===== config.mk =====
export PLATFORM = sky130hd
export DESIGN_NAME = receive
export DESIGN_NICKNAME = d
export VERILOG_FILES = /design/src/rtl/uart_pkg.sv /design/src/rtl/uart_rx_sync.sv /design/src/rtl/receive.sv
export SDC_FILE = /design/constraint.sdc
export NUM_CORES = 1
export LEC_CHECK = 0
export ABC_AREA = 1
export CORE_MARGIN = 2
export CORE_UTILIZATION = 30
export DETAILED_ROUTE_END_ITERATION = 16
export PLACE_DENSITY = 0.45
export SLEW_MARGIN = 5
export SYNTH_ARGS = -nofsm -noshare
export SYNTH_HDL_FRONTEND = slang
export SYNTH_SLANG_ARGS = --single-unit

===== constraint.sdc =====
create_clock -name clk -period 1.7 [get_ports clk]
set_clock_uncertainty 0.1 [all_clocks]
set_input_delay 0.51 -clock clk [delete_from_list [all_inputs] [get_ports clk]]
set_output_delay 0.51 -clock clk [all_outputs]
set_load 0.005 [all_outputs]

===== src/rtl/uart_pkg.sv =====
// rtl/uart_pkg.sv - shared UART types and constants for the SPART/UART path
package uart_pkg;

  typedef enum logic [1:0] {
    IDLE  = 2'd0,
    START = 2'd1,
    DATA  = 2'd2,
    STOP  = 2'd3
  } rx_state_t;

  localparam int UART_DATA_BITS   = 8;
  localparam int UART_OS_RATE_DEF = 16;

endpackage


===== src/rtl/uart_rx_sync.sv =====
// rtl/uart_rx_sync.sv - 2-flop synchronizer (resets to idle-high) with falling-edge strobe
module uart_rx_sync (
  input  logic clk,
  input  logic rst_n,
  input  logic async_i,
  output logic sync_o,
  output logic fall_o
);

  logic meta_q;
  logic sync_q;
  logic prev_q;

  always_ff @(posedge clk or negedge rst_n) begin
    if (!rst_n) begin
      meta_q <= 1'b1;
      sync_q <= 1'b1;
      prev_q <= 1'b1;
    end else begin
      meta_q <= async_i;
      sync_q <= meta_q;
      prev_q <= sync_q;
    end
  end

  assign sync_o = sync_q;
  assign fall_o = prev_q & ~sync_q;

endmodule


===== src/rtl/receive.sv =====
// rtl/receive.sv - 8N1 UART receiver, 16x oversampled; RX_FERR_EN adds a sticky ferr output
module receive
  import uart_pkg::*;
#(
  parameter int OS_RATE = UART_OS_RATE_DEF
) (
  input  logic                      clk,
  input  logic                      rst_n,
  input  logic                      rx_baud,
  input  logic                      rxd,
  input  logic                      rx_read,
  output logic [UART_DATA_BITS-1:0] rx_data,
  output logic                      rda,
  output logic                      overrun
`ifdef RX_FERR_EN
  ,
  output logic                      ferr
`endif
);

  localparam int                OSW      = $clog2(OS_RATE);
  localparam logic [OSW-1:0]    OS_MID   = OSW'(OS_RATE / 2 - 1);
  localparam logic [OSW-1:0]    OS_LAST  = OSW'(OS_RATE - 1);
  localparam logic [3:0]        BIT_LAST = 4'(UART_DATA_BITS - 1);

  logic rxs;
  logic rx_fall;

  rx_state_t                 state_q, state_d;
  logic [OSW-1:0]            os_cnt_q, os_cnt_d;
  logic [3:0]                bit_cnt_q, bit_cnt_d;
  logic [UART_DATA_BITS-1:0] shift_q, shift_d;
  logic [UART_DATA_BITS-1:0] data_q, data_d;
  logic                      rda_q, rda_d;
  logic                      ovr_q, ovr_d;
`ifdef RX_FERR_EN
  logic                      ferr_q, ferr_d;
`endif

  uart_rx_sync u_sync (
    .clk     (clk),
    .rst_n   (rst_n),
    .async_i (rxd),
    .sync_o  (rxs),
    .fall_o  (rx_fall)
  );

  always_ff @(posedge clk or negedge rst_n) begin
    if (!rst_n) begin
      state_q   <= IDLE;
      os_cnt_q  <= '0;
      bit_cnt_q <= '0;
      shift_q   <= '0;
      data_q    <= '0;
      rda_q     <= 1'b0;
      ovr_q     <= 1'b0;
`ifdef RX_FERR_EN
      ferr_q    <= 1'b0;
`endif
    end else begin
      state_q   <= state_d;
      os_cnt_q  <= os_cnt_d;
      bit_cnt_q <= bit_cnt_d;
      shift_q   <= shift_d;
      data_q    <= data_d;
      rda_q     <= rda_d;
      ovr_q     <= ovr_d;
`ifdef RX_FERR_EN
      ferr_q    <= ferr_d;
`endif
    end
  end

  always_comb begin
    state_d   = state_q;
    os_cnt_d  = os_cnt_q;
    bit_cnt_d = bit_cnt_q;
    shift_d   = shift_q;
    data_d    = data_q;
    rda_d     = rda_q;
    ovr_d     = ovr_q;
`ifdef RX_FERR_EN
    ferr_d    = ferr_q;
`endif

    // A completing frame later in this block overrides the read-clear.
    if (rx_read) begin
      rda_d = 1'b0;
      ovr_d = 1'b0;
`ifdef RX_FERR_EN
      ferr_d = 1'b0;
`endif
    end

    unique case (state_q)
      IDLE: begin
        if (rx_fall) begin
          state_d   = START;
          os_cnt_d  = '0;
          bit_cnt_d = '0;
        end
      end
      START: begin
        if (rx_baud) begin
          if (os_cnt_q == OS_MID) begin
            os_cnt_d = '0;
            state_d  = rxs ? IDLE : DATA;
          end else begin
            os_cnt_d = os_cnt_q + 1'b1;
          end
        end
      end
      DATA: begin
        if (rx_baud) begin
          if (os_cnt_q == OS_LAST) begin
            shift_d   = {rxs, shift_q[UART_DATA_BITS-1:1]};
            os_cnt_d  = '0;
            bit_cnt_d = bit_cnt_q + 1'b1;
            if (bit_cnt_q == BIT_LAST) state_d = STOP;
          end else begin
            os_cnt_d = os_cnt_q + 1'b1;
          end
        end
      end
      STOP: begin
        if (rx_baud) begin
          if (os_cnt_q == OS_LAST) begin
            // Back to IDLE at the stop midpoint so a following start edge is caught.
            state_d  = IDLE;
            os_cnt_d = '0;
            if (rxs) begin
              data_d = shift_q;
              rda_d  = 1'b1;
              ovr_d  = rda_q && !rx_read;
            end
`ifdef RX_FERR_EN
            else begin
              data_d = shift_q;
              rda_d  = 1'b1;
              ovr_d  = rda_q && !rx_read;
              ferr_d = 1'b1;
            end
`endif
          end else begin
            os_cnt_d = os_cnt_q + 1'b1;
          end
        end
      end
      default: state_d = IDLE;
    endcase
  end

  assign rx_data = data_q;
  assign rda     = rda_q;
  assign overrun = ovr_q;
`ifdef RX_FERR_EN
  assign ferr    = ferr_q;
`endif

endmodule


Word level (Yosys, flattened, before mapping). Cells that the tools add are included.

Add/subtract/negate cells: 2. Multiply operators: 0. Divide/modulo/power cells: 0. $lt $le $gt $ge: 0. Eq/ne operators: 15. Shifts and indexed selects: 0. Multiplexer cells: 29. Bitwise operators: 2. Reduce and logical (&&, ||, !) cells: 10.

Operators with widths (number): 4-bit 2-to-1 mux (7); 2-bit 2-to-1 mux (9); 2-bit != test, second input constant (8); 4-bit one-hot mux with 3 select lines (1); 1-bit 2-to-1 mux (10); 4-bit by 1-bit adder with 4-bit output, second input constant (2); 4-bit by 3-bit == test with 1-bit output, second input constant (2); 2-bit one-hot mux with 4 select lines (1); 4-bit one-hot mux with 2 select lines (1); 4-bit AND reduction (2); 8-bit AND reduction (1); 3-bit AND reduction (2); 2-bit == test, second input constant (2); 4-bit == test, second input constant (1); 2-bit by 1-bit == test with 1-bit output, second input constant (1); 2-bit zero test (1); 2-bit by 1-bit != test with 1-bit output, second input constant (1); 2-bit nonzero test (1); 2-bit OR reduction (1); 1-bit AND (1); 1-bit logical AND (1); 1-bit zero test (1); 1-bit inverter (1).

Bits in registers: 31. Bits in latches: 0. Memory bits (writable): 0. Memory bits (read-only): 0. Input port bits: 5. Output and inout bits: 10. Word-level logic and storage cells: 68. Memories: 0.

Longest topological paths before layout. Gate-level depths: netlist of run 1.

Depth in word-level cells: 6. Depth in mapped cells: 9. Mapped depth without buffers: 8.

By module. From an unflattened synthesis of run 1, not the netlist that was laid out.

Cells, all modules: 156. Area total of the unflattened synthesis: 1457.6 sq um.

Modules (own cells, without submodules): receive (instances 1, cells each 151, area an instance 1368.8 sq um, sequential area each 700.7 sq um); uart_rx_sync (instances 1, cells each 5, area an instance 88.8 sq um, sequential area each 78.8 sq um).

Worst setup path before layout of run 1. No wires, ideal clock.

Kind: register to register. Start: reg os_cnt_q[0]. End: reg with a tool-made name. Library setup time: 0.117 ns. Arrival time: 1.197 ns. Required time: 1.483 ns. Slack: 0.287 ns. Cell stages (with the launch flop): 9. Buffers on the path: 0. Period minus slack after synthesis: 1.413 ns. Cells stage by stage: dfrtp_1 -> ha_1 -> nand3_4 -> nand2_1 -> nand2_1 -> nor2_1 -> nand3_1 -> nand2_1 -> nand2_1.

RTL lines: start: declaration (line receive.sv:30) `logic [OSW-1:0] os_cnt_q, os_cnt_d;`; start signal: assignment (line receive.sv:62) `os_cnt_q <= os_cnt_d;`.

Worst setup path after layout of run 1.
Start: in rx_baud. End: reg os_cnt_q[1].

Cells in the longest elaborated chain, start to end: 2. Elaborated cells on any way between the ends: 3. Those cells by class: eq/ne: 2; reduce/logical: 1.

RTL lines: start: declaration (line receive.sv:9) `input logic rx_baud,`; 2-bit by 1-bit != test with 1-bit output (no line) or 2-bit != test (tied branches); 3-bit AND reduction (no line) *.

Every way passes the cells marked *; elsewhere a longest branch is shown, timed or not. A chain may end at the register's enable or synchronous reset.

==> results of run 1 <==
-- logic make-up (layout without fill, tap and decap cells) --
| group | after synthesis | count (layout) | synth area share, % |
|---|---|---|---|
| AOI/OAI and AO/OA | 28 | 28 | 12.5 |
| xor gates and xnor gates | 3 | 3 | 1.81 |
| adders and majority gates | 2 | 2 | 1.72 |
| buffers and inverters | 25 | 50 | 7.58 |
| DFF | 31 | 31 | 53.7 |
| muxes | 1 | 1 | 0.689 |
| and+or+nand+nor | 63 | 63 | 22.0 |
-- layer usage --
metal / share of wire [%] / GRT usage (%) / vias up / routed length (um)
met5: 0 / 0 / - / 0
met4: 1.8 / 5.45 / 0 / 47
met3: 4.2 / 3.16 / 6 / 112
met2: 46 / 16.5 / 18 / 1230
met1: 48 / 14.1 / 484 / 1280
li1: - / - / 531 / -
-- worst max path at each step --
stage / end / slack, ns / cells past startpoint
after floorplan: flip-flop / 0.29 / 8
after global placement: overrun / -0.19 / 6
after detailed placement: overrun / -0.21 / 6
after CTS: overrun / 0.05 / 6
after global routing: flip-flop / 0.02 / 8
final: os_cnt_q[1] / 0.13 / 6
-- power breakdown --
group	total (uW)	internal (uW)	leakage (uW)	switching, uW
clock network	747	474	0.0000612	273
registers	875	792	0.000376	82.6
logic	439	173	0.000502	265
-- flip-flops by register name, summed over array words and instances (netlist names), 4 cells and up, named ones only --
| register | flops |
|---|---|
| rx_data | 8 |
| bit_cnt_q | 4 |
| os_cnt_q | 4 |
| shift_q | 8 |
-- placed cells by master, fill, tap and decap left out, types with 4 or more instances in the layout --
cell              n
clkbuf_8          6
o21ai_0          16
clkdlybuf4s50_1   4
inv_1            21
nand2_1          40
dfrtp_1          28
nor2_1            5
nand3_1           8
buf_4             4
o21ai_2           9
dlygate4sd2_1    10
-- cell usage after synthesis, types with 2 or more instances --
master	count
dfrtp_1	28
nand3_1	8
nand2_1	40
dfstp_2	3
inv_1	21
nor2_1	6
o21ai_0	16
xor2_1	2
buf_6	2
ha_1	2
nand3_4	2
nor2_4	2
o21ai_2	9
-- what timing repair did --
action	CTS	global route
pin swaps	0	0
buffers inserted	1	1
gates cloned	0	0
resized for setup	10	3
setup endpoints to repair	10	10
-- metrics by stage --
stage | setup WS [ns] | hold slack, ns | instance area (um^2) | instances
2_1_floorplan | 0.287 | 0.114 | 1450 | 153
3_3_place_gp | -0.192 | 0.248 | 1680 | 222
3_5_place_dp | -0.209 | 0.247 | 1680 | 222
6_report | 0.132 | 0.255 | 1820 | 232
4_1_cts | 0.0481 | 0.256 | 1790 | 231
5_1_grt | 0.0165 | 0.265 | 1820 | 232
-- layout make-up --
cell class                      count  area share, %
Tap cell                           54           3.71
Timing Repair Buffer               20           10.8
Multi-Input combinational cell     97           31.7
Clock inverter                      2           1.92
Inverter                           22           4.53
Clock buffer                        6           4.53
Sequential cell                    31           42.8
==> impl_metrics.toml, run 1 <==
[run_status]
status = "completed"

[setup_path]
cp_slowest_cell = "clkdlybuf4s50_1"
cp.required_ns = 1.77
crit_path_max_incr_delay_ns = 0.50
crit_arrival_ns = 1.64
r2r_start = "os_cnt_q[0]"
rrSetupSlack_ns = 0.16
r2r_cells = 7
crit_path_start = "rx_baud"
path_class = "in2reg"
critPathCaptureType = "flip-flop"
worstSetupStartpointType = "primary input"
cp_num_buf_inv = 3
crit_family = "buffers and inverters"
cp_max_fo = 3
path_cells = "clkdlybuf4s50_1, inv_1, o21ai_0, nand2_1, buf_4, a22o_1"
worstReg2RegEnd = "bit_cnt_q[3]"

[die]
core.rowCount = 25
die-area_um2 = 5410
die_w_um = 73.6
fp.dieH_um = 73.6
initial_core_util_pct = 31.0
core_um2 = 4690
ios = 15

[sta]
min_period_over_period_pct = 92.2
fin_setup_tns_ns = 0
max_freq_mhz = 638
tightest_slew_ns = 0.305
rsz0062_at_grt = "false"
finalSetupViolCount = 0
period_needed_ns = 1.57
slew_headroom_pct = 79.6
maxSlewViolCount = 0
hold_viol_final = 0

[logic_synthesis]
syn_nets = 160
synth_area_um2 = 1450
synth-edff-count = 0
ys_ff_latch = 31
synth_top_area_cell = "dfrtp_1"
yosysTopAreaCellShare_pct = 48.2
synth.area.top_cells = "dfrtp_1 (48%), nand2_1 (10%), o21ai_0 (5.5%), dfstp_2 (5.4%), inv_1 (5.4%)"
ys.flop_type = "dfrtp_1"
synthCells = 153
ys_types = 25
syn_area_per_cell_um2 = 9.49
synth-seq-area-share_pct = 53.7
synth_warnings = 0
async_flop_share_pct = 100

[cells_and_area]
multiInputGateArea_um2 = 578
utilization_pct = 38.9
synthToLayoutAreaGrowth_pct = 25.5
diodes = 0
drive_gt1_share_pct = 20.2
fin_nets = 184
fillCellCount = 478
regArea_um2 = 779

[clocking]
cts_root_buf = "clkbuf_8"
clkLatencyLatePin_ns = 0.28
clock_path_buffers = 2
h-tree-depth = 2
cts_tree = "built"
cts_buffers = 5
clk_pin_slew_worst_paths_ns = 0.07
clkSinkCount = 31
hold_buffers = 0

[routing]
drc_errors = 0
drt-initial-drc-count = 35
ant_nets = 0
drt_first_pass_iters = 4
vias_per_cell = 4.48
drt-total-wl_mm = 2.68
vias = 1039
routedWlPerCell_um = 11.5

[grt]
overflow = 0
grtUsageTotal_pct = 10.9
grt_pass1_wl_mm = 4.46
grt_max_degree = 32
grt_pass1_vias = 995
antenna_found_initial = 0

[min_path]
hold_path.class = "reg2reg"
hold_depth = 0
whs_endpoint = "u_sync.sync_o"
hp-start = "u_sync.meta_q"

[placement]
hpwl_mm = 1.82
port_buffers = 14
place_congestion = 0.782

[job]
maxCapViolations = 0

[pwr]
p_leak_uw = 0.000939
cellPowerDensity_nw_per_um2 = 1130
finalPower_uw = 2060
power.ir.vdd_worst_mv = 0.523
No activity file was read; power rests on OpenSTA's default activity.
==> run 2: changes to the inputs <==
--- a/config.mk
+++ b/config.mk
@@ -6,7 +6,7 @@
 export NUM_CORES = 1
 export LEC_CHECK = 0
 export ABC_AREA = 1
-export CORE_MARGIN = 2
+export CORE_MARGIN = 3
 export CORE_UTILIZATION = 30
 export DETAILED_ROUTE_END_ITERATION = 16
 export PLACE_DENSITY = 0.45
==> run 2 against run 1 <==
Setup slack worse by 0.0047 ns. Flip-flop and latch count stayed put. Count of clock-buffer cells in the layout stayed put. Power is 10% lower.
==> impl_metrics.toml, run 2 (synthesis gave the netlist of run 1 again) <==
[run_status]
status = "completed"

[grt]
antenna_found_initial = 0
grt_pass1_vias = 1095
grt_pass1_wl_mm = 4.81
grtUsageTotal_pct = 11.4
overflow = 0
grt_max_degree = 32

[setup_path]
path_cells = "clkdlybuf4s50_1, inv_1, o21ai_0, nand2_1, nor2_2, nand3_1, nand2_1, nand2_1"
cp_slowest_cell = "clkdlybuf4s50_1"
cp_max_fo = 4
crit_top_cell = "nand2_1"
cp_num_buf_inv = 2
path_class = "in2reg"
r2r_start = "os_cnt_q[0]"
cp.required_ns = 1.77
critPathCaptureType = "flip-flop"
crit_arrival_ns = 1.64
crit_path_max_incr_delay_ns = 0.49
crit_path_start = "rx_baud"
crit_family = "buffers and inverters"
worstSetupStartpointType = "primary input"

[clocking]
clk_pin_slew_worst_paths_ns = 0.06
cts_buffers = 5
clkSinkCount = 31
cts_root_buf = "clkbuf_8"
clkLatencyLatePin_ns = 0.27
clock_path_buffers = 2
cts_setup_buffers = 0
h-tree-depth = 2
hold_buffers = 0
cts_tree = "built"

[die]
initial_core_util_pct = 32.2
core.rowCount = 24
die-area_um2 = 5710
fp.dieH_um = 75.6
die_w_um = 75.6
ios = 15
core_um2 = 4500

[cells_and_area]
diodes = 0
fin_nets = 183
synthToLayoutAreaGrowth_pct = 21.5
layout_common_cells = "nand2_1 (40), dfrtp_1 (28), inv_1 (21), o21ai_0 (16), dlygate4sd2_1 (10)"
multiInputGateArea_um2 = 583
final_common_cell = "nand2_1"
regArea_um2 = 779
drive_gt1_share_pct = 19.2
final_area_um2 = 1770
fillCellCount = 460
stdcell_count = 229

[routing]
drc_errors = 0
drt_first_pass_iters = 4
ant_nets = 0
vias = 1033
drt-initial-drc-count = 28
routedWlPerCell_um = 12.0
vias_per_cell = 4.51
drt-total-wl_mm = 2.75

[pwr]
combPwrFrac_pct = 22.7
seq_power_share_pct = 47.4
power.ir.vdd_worst_mv = 0.477
p_leak_uw = 0.000901
switching_share_pct = 32.8
power.internal_uw = 1240
cellPowerDensity_nw_per_um2 = 1050
p_clk_share_pct = 29.9
p_switching_uw = 605

[min_path]
hp-start = "u_sync.meta_q"
hold_path.class = "reg2reg"

[sta]
rsz0062_at_grt = "false"
period_needed_ns = 1.57
max_freq_mhz = 636
maxSlewViolCount = 0
min_period_over_period_pct = 92.5
finalSetupViolCount = 0
setup_ws_ns = 0.127
hold_viol_final = 0
slew_headroom_pct = 78.8
tightest_slew_ns = 0.318
fin_setup_tns_ns = 0

[placement]
dp.cells = 220
dpl_worst_slack_ns = -0.216
hpwl_mm = 1.84
port_buffers = 14
place_area_um2 = 1670
place_congestion = 0.759

[job]
maxCapViolations = 0
==> run 2: changes by cell type in the layout (fill, tap and decap cells not counted), sizes merged <==
| cell | change |
|---|---|
| buf | -2 |
| nand3 | +1 |
| bufinv | -1 |
| clkinvlp | +1 |
==> run 2: per-stage QoR <==
step           utilization, %  hold WS (ns)  total power [uW]
4_1_cts                  38.8         0.260              1860
3_5_place_dp             37.1         0.250              1300
2_1_floorplan               -         0.114              1170
6_report                 39.2         0.258              1850
5_1_grt                  39.2         0.263              2000
3_3_place_gp             37.1         0.250              1290
==> run 2: final cells by class <==
| class | instances | area share [%] |
|---|---|---|
| Clock buffer | 6 | 4.11 |
| Clock inverter | 2 | 0.709 |
| Inverter | 22 | 4.68 |
| Multi-Input combinational cell | 98 | 33.0 |
| Sequential cell | 31 | 44.2 |
| Tap cell | 52 | 3.69 |
| Timing Repair Buffer | 18 | 9.64 |
==> run 2: worst paths after layout <==
kind | end | slack, ns | cells after the start
max reg2reg | bit_cnt_q[2] | 0.14 | 7
min | u_sync.sync_o | 0.26 | 0
max in group asynchronous | u_sync.meta_q | 0.76 | 2
min reg2reg | u_sync.sync_o | 0.26 | 0
min in group asynchronous | os_cnt_q[1] | 0.48 | 2
max | flip-flop | 0.13 | 8
==> run 2: worst reg2reg max path, stage by stage, from the launching register on <==
cell     delay, ns
dfrtp_1       0.39
ha_1          0.25
nand3_4       0.16
nand2_1       0.09
inv_1         0.07
a21oi_2       0.24
nand2_1       0.10
o21ai_0       0.08
==> run 2: repair_timing <==
item / 4_1_cts / 5_1_grt
setup endpoints to repair: 10 / 9
cloned: 0 / 1
gates resized for setup: 10 / 2
endpoints found under the hold margin: 0 / 0
==> run 2: metal layers <==
layer	vias up	global-route usage (%)	share of wire (%)	routed length, um
met5	-	0	0	0
met4	0	5.44	1.5	42
met3	5	3.69	3.7	101
met2	13	17.4	47	1280
met1	484	14.5	48	1320
li1	531	-	-	-
==> run 2: power by group through the flow <==
stage / logic (uW) / clock network, uW / registers [uW]
2_1_floorplan: 324 / 0 / 845
3_3_place_gp: 396 / 0 / 889
3_5_place_dp: 409 / 0 / 888
4_1_cts: 411 / 579 / 875
5_1_grt: 486 / 622 / 888
6_report: 419 / 552 / 875
==> variant 1: new RTL, settings of run 2 <==
The package constant `UART_OS_RATE_DEF` goes from 16 to 32.
--- a/src/rtl/uart_pkg.sv
+++ b/src/rtl/uart_pkg.sv
@@ -11,3 +11,3 @@
   localparam int UART_DATA_BITS   = 8;
-  localparam int UART_OS_RATE_DEF = 16;
+  localparam int UART_OS_RATE_DEF = 32;
 
Formal check against the unedited RTL: same outputs for any inputs over 10 cycles, from zero or initial values and one cycle with rst_n low; that may be too few to reach the edited logic, so the function may still have changed.
==> variant 1 against run 2 <==
Combinational power is 44% higher. Sequential cell count grew 1. The flow now finishes with violations (setup timing). First-iteration DRC count is 71% higher. Final cell count increased by 20%. Core utilization grew 5.0 points. Worst setup slack worse by 0.30 ns. Total power is 12% higher. Synthesized area is 5.2% higher. Critical path type is now register to register. Routed wire length increased by 22%. Highest routed layer unchanged. Non-clock buffer count is 17 higher. Cell area increased by 20%.
==> variant 1: results <==
[global_route]
grt_pass1_wl_um = 5589
met1_usage_pct = 15.06
grt_max_degree = 23
antenna_found_initial = 0
met2_usage_pct = 18.91
grtUsageMet3_pct = 3.944
grt_use_total_pct = 11.96

[pwr]
ir_worst_vdd_mv = 0.4424
p_clk_share_pct = 26.5
combPwrFrac_pct = 29.2
total_power_uw = 2067
p_leak_uw = 0.001065
p_sw_uw = 723.6

[synth]
syn_nets = 178
synth_commonest_cells = "48 x nand2_1, 29 x dfrtp_1, 17 x inv_1"
synth_area_leaders = "dfrtp_1 48%, nand2_1 12%, o21ai_2 5.7%, dfstp_2 5.2%, ha_1 4.9%"
synth_cells = 167
synthDistinctLibCells = 22
seq_area_frac_synth_pct = 52.66

[sta]
setup_tns_ns = -2.900
setup_viol = 25
tightest_slew_ns = 0.4639
fin_ws_ns = -0.1701

[setup_path]
crit_path_max_fanout = 8
reg2reg_to = "overrun"
cp.arrival_ns = 1.94
worst_path_largest_cell_delay_ns = 0.37
cp_top_family = "simple AND/OR/NAND/NOR gates"
timing.rr.start = "os_cnt_q[1]"
rr_worst_depth = 10
crit_slowest_cell = "dfrtp_1"

[drt]
detail_route.iter0.violations = 48
wirelength_um = 3361
wl_met3_um = 159
wl_met2_um = 1626
vias = 1212
top_layer = "met4"
route.layer.met1.wl_um = 1513

[placed_design]
dp_hpwl_um = 2282
placed_area_um2 = 1827
gp_congestion = 0.7654
preCtsSetupSlack_ns = -0.2282
dp_cells = 257

[die]
taps = 67

[finish]
nonClkBufAreaFrac_pct = 14.65
multi_input_gates = 110
buffers = 35
final_nets = 218
fin_cells = 274
num-fill-cells = 484
inv_count = 23
seqCellArea_um2 = 804.5
drive_above_1_share_pct = 42.03
post-route-util_pct = 44.16
multi_input_area_um2 = 745.7
clkCellAreaFrac_pct = 3.647

[outcome]
status = "complete, but fails checks"
violations = "setup timing"

[clock_tree]
clock_latency_ns = 0.28
clock-sinks = 32
variant 1: worst max path at each step:
stage / end / startpoint / slack, ns
6_report: overrun / os_cnt_q[1] / -0.17
4_1_cts: shift_q[6] / os_cnt_q[1] / -0.1
5_1_grt: overrun / os_cnt_q[1] / -0.26
2_1_floorplan: bit_cnt_q[0] / os_cnt_q[0] / -0.08
3_3_place_gp: bit_cnt_q[3] / rx_baud / -0.20
3_5_place_dp: bit_cnt_q[3] / rx_baud / -0.23
variant 1: what timing repair did:
item,in CTS,in global routing
cloned,0,2
endpoints found under the setup margin,37,28
setup buffers,3,7
resized for setup,23,40
hold endpoints to repair,0,0
pin swaps,11,10
variant 1: cell families (layout without fill, tap and decap cells):
kind of cell | count (synthesis) | in the layout | share of synthesized area, %
buf+inv | 25 | 65 | 7.862
flops | 32 | 32 | 52.66
simple gates | 79 | 79 | 23.83
fa+ha+maj | 6 | 6 | 4.914
compound gates | 25 | 25 | 10.73
==> variant 2: new RTL, config.mk and constraints of run 2 <==
Made on the original files. Take the reset off `shift_q` and `data_q` and load them in a clocked block of their own.
--- a/src/rtl/receive.sv
+++ b/src/rtl/receive.sv
@@ -52,4 +52,2 @@
       bit_cnt_q <= '0;
-      shift_q   <= '0;
-      data_q    <= '0;
       rda_q     <= 1'b0;
@@ -63,4 +61,2 @@
       bit_cnt_q <= bit_cnt_d;
-      shift_q   <= shift_d;
-      data_q    <= data_d;
       rda_q     <= rda_d;
@@ -71,2 +67,7 @@
     end
+  end
+
+  always_ff @(posedge clk) begin
+    shift_q <= shift_d;
+    data_q  <= data_d;
   end
Behaviour: no difference found for any inputs over 10 cycles, from zero or initial values and one cycle with rst_n low; that may be too few to reach the edited logic, so the function may still have changed.
==> variant 2 against run 2 <==
Synthesized area is 13% lower. Core utilization is 3.3 points higher. Total power is 16% higher. Combinational power is 13% higher. Sequential power is 11% higher. Highest routed layer unchanged. Largest cell class unchanged. Sequential cell count stayed put. Worst setup slack worse by 0.035 ns. Hold slack worse by 0.0042 ns. Fmax is 2.2% lower. Cell area is 7.3% lower. Routed wire length is 22% lower.
==> variant 2: results <==
[clock_tree]
cts.path.max_buffers = 2
cts_max_level = 2
clock_latency_ns = 0.28
cts-buffers-inserted = 5
cts_root_buf = "clkbuf_8"
clk_pin_slew_ns = 0.07

[placed_design]
dp_hpwl_um = 1638
gp_congestion = 0.7292
io_buffers = 14

[finish]
final_nets = 151
drive_above_1_share_pct = 21.38
antenna_cells = 0

[global_route]
grt_max_degree = 16
grt_pass1_wl_um = 3884
antenna_found_initial = 0
grt_use_total_pct = 10.24
grt_pass1_vias = 841

[synth]
syn_nets = 121
seq_area_frac_synth_pct = 68.15
synthDistinctLibCells = 20
synthArstFlopShare_pct = 48.39
synth_commonest_cells = "29 x nand2_1, 16 x edfxtp_1, 12 x dfrtp_1, 12 x inv_1, 10 x nand3_1"
yosysWarningCount = 0
synth_edf_count = 16
yosysMostFrequentCell = "nand2_1"
synth_area_leaders = "edfxtp_1 38%, dfrtp_1 24%, nand2_1 8.6%, dfstp_2 6.3%, nand3_1 4.0%"

[setup_path]
crit_slowest_cell = "clkdlybuf4s50_1"
reg2reg_slack_ns = 0.15
worst_path_largest_cell_delay_ns = 0.48
crit_path_max_fanout = 5
cp.arrival_ns = 1.50

[pwr]
ir_worst_vdd_mv = 0.8237
p_leak_uw = 0.0007591
p_sw_uw = 636.0

[drt]
detail_route.iter0.violations = 49
firstDrtPassIters = 4
wl_per_cell_um = 11.16
viasPerCell = 4.347

[worst_hold_path]
hp-class = "register to register"

[sta]
maxSlewHeadroom_pct = 83.67
fin_hold_ws_ns = 0.2539

[outcome]
status = "complete, no violations"
## variant 2: cell count changes after synthesis, moves of 3 or more
cell	run 2	this run
inv_1	21	12
edfxtp_1	0	16
o21ai_0	16	4
dfrtp_1	28	12
nand2_1	40	29
o21ai_2	9	2
inv_2	1	4
## variant 2: final timing paths
check                              start       endpoint  cells after the start
min in group asynchronous          rst_n    os_cnt_q[1]                      2
hold reg to reg            u_sync.meta_q  u_sync.sync_o                      0
max in group asynchronous          rst_n  u_sync.meta_q                      2
setup reg to reg             os_cnt_q[0]     rx_data[4]                      6
hold / removal             u_sync.meta_q  u_sync.sync_o                      0
setup / recovery                 rx_baud     shift_q[3]                      6
## variant 2: timing repair
action / CTS / global route
setup endpoints to repair: 10 / 8
hold buffers: 0 / 0
setup buffers: 0 / 1
resized for setup: 10 / 0
## variant 2: cells by family (layout without fill, tap and decap cells)
logic type	Yosys count	count (layout)	synth area share [%]
muxes	1	1	0.7937
buffers and inverters	16	47	4.761
and+or+nand+nor	53	53	18.35
adders and majority gates	2	2	1.984
AOI/OAI and AO/OA	9	9	4.564
xor gates and xnor gates	2	2	1.389
DFF	31	31	68.16
## variant 2: worst max-delay path, delay by kind of cell
| family | cells | cell delay [ns] |
|---|---|---|
| buffers and inverters | 3 | 0.69 |
| AND/OR/NAND/NOR | 2 | 0.16 |
| AO/OA/AOI/OAI | 1 | 0.13 |
## variant 2: through the flow
step | utilization (%) | TNS, ns | cell area (µm²) | std cells | worst slack [ns]
after detailed placement | 39.81 | -3.682 | 1534 | 184 | -0.2158
after floorplan | - | 0 | 1261 | 114 | 0.1144
after global routing | 42.47 | 0 | 1637 | 193 | 0.003362
after CTS | 42.27 | 0 | 1629 | 192 | 0.08991
after global placement | 39.81 | -3.439 | 1534 | 184 | -0.2033
final | 42.47 | 0 | 1637 | 193 | 0.09203
## variant 2: metal layers
layer	vias to the layer above	global-route usage, %	share of wire [%]
li1	432	-	-
met1	387	12.64	49
met5	-	0	0
met4	0	5.010	1.8
met2	16	15.04	44
met3	4	4.830	5.3
## variant 2: power groups by stage
stage	sequential [µW]	clock, µW	combinational (µW)
6_report	970	690	473
5_1_grt	982	757	573
4_1_cts	970	717	468
3_5_place_dp	984	0	467
3_3_place_gp	983	0	464
2_1_floorplan	961	0	338
## variant 2: layout make-up
type                       count  area [µm²]
clock buffer                   5       68.82
clock inverter                 3       38.79
fill                         376        2217
inverter                      16       60.06
multi-input combinational     67       341.6
sequential                    31       859.6
tap                           48       60.06
timing repair buffer          23       207.7
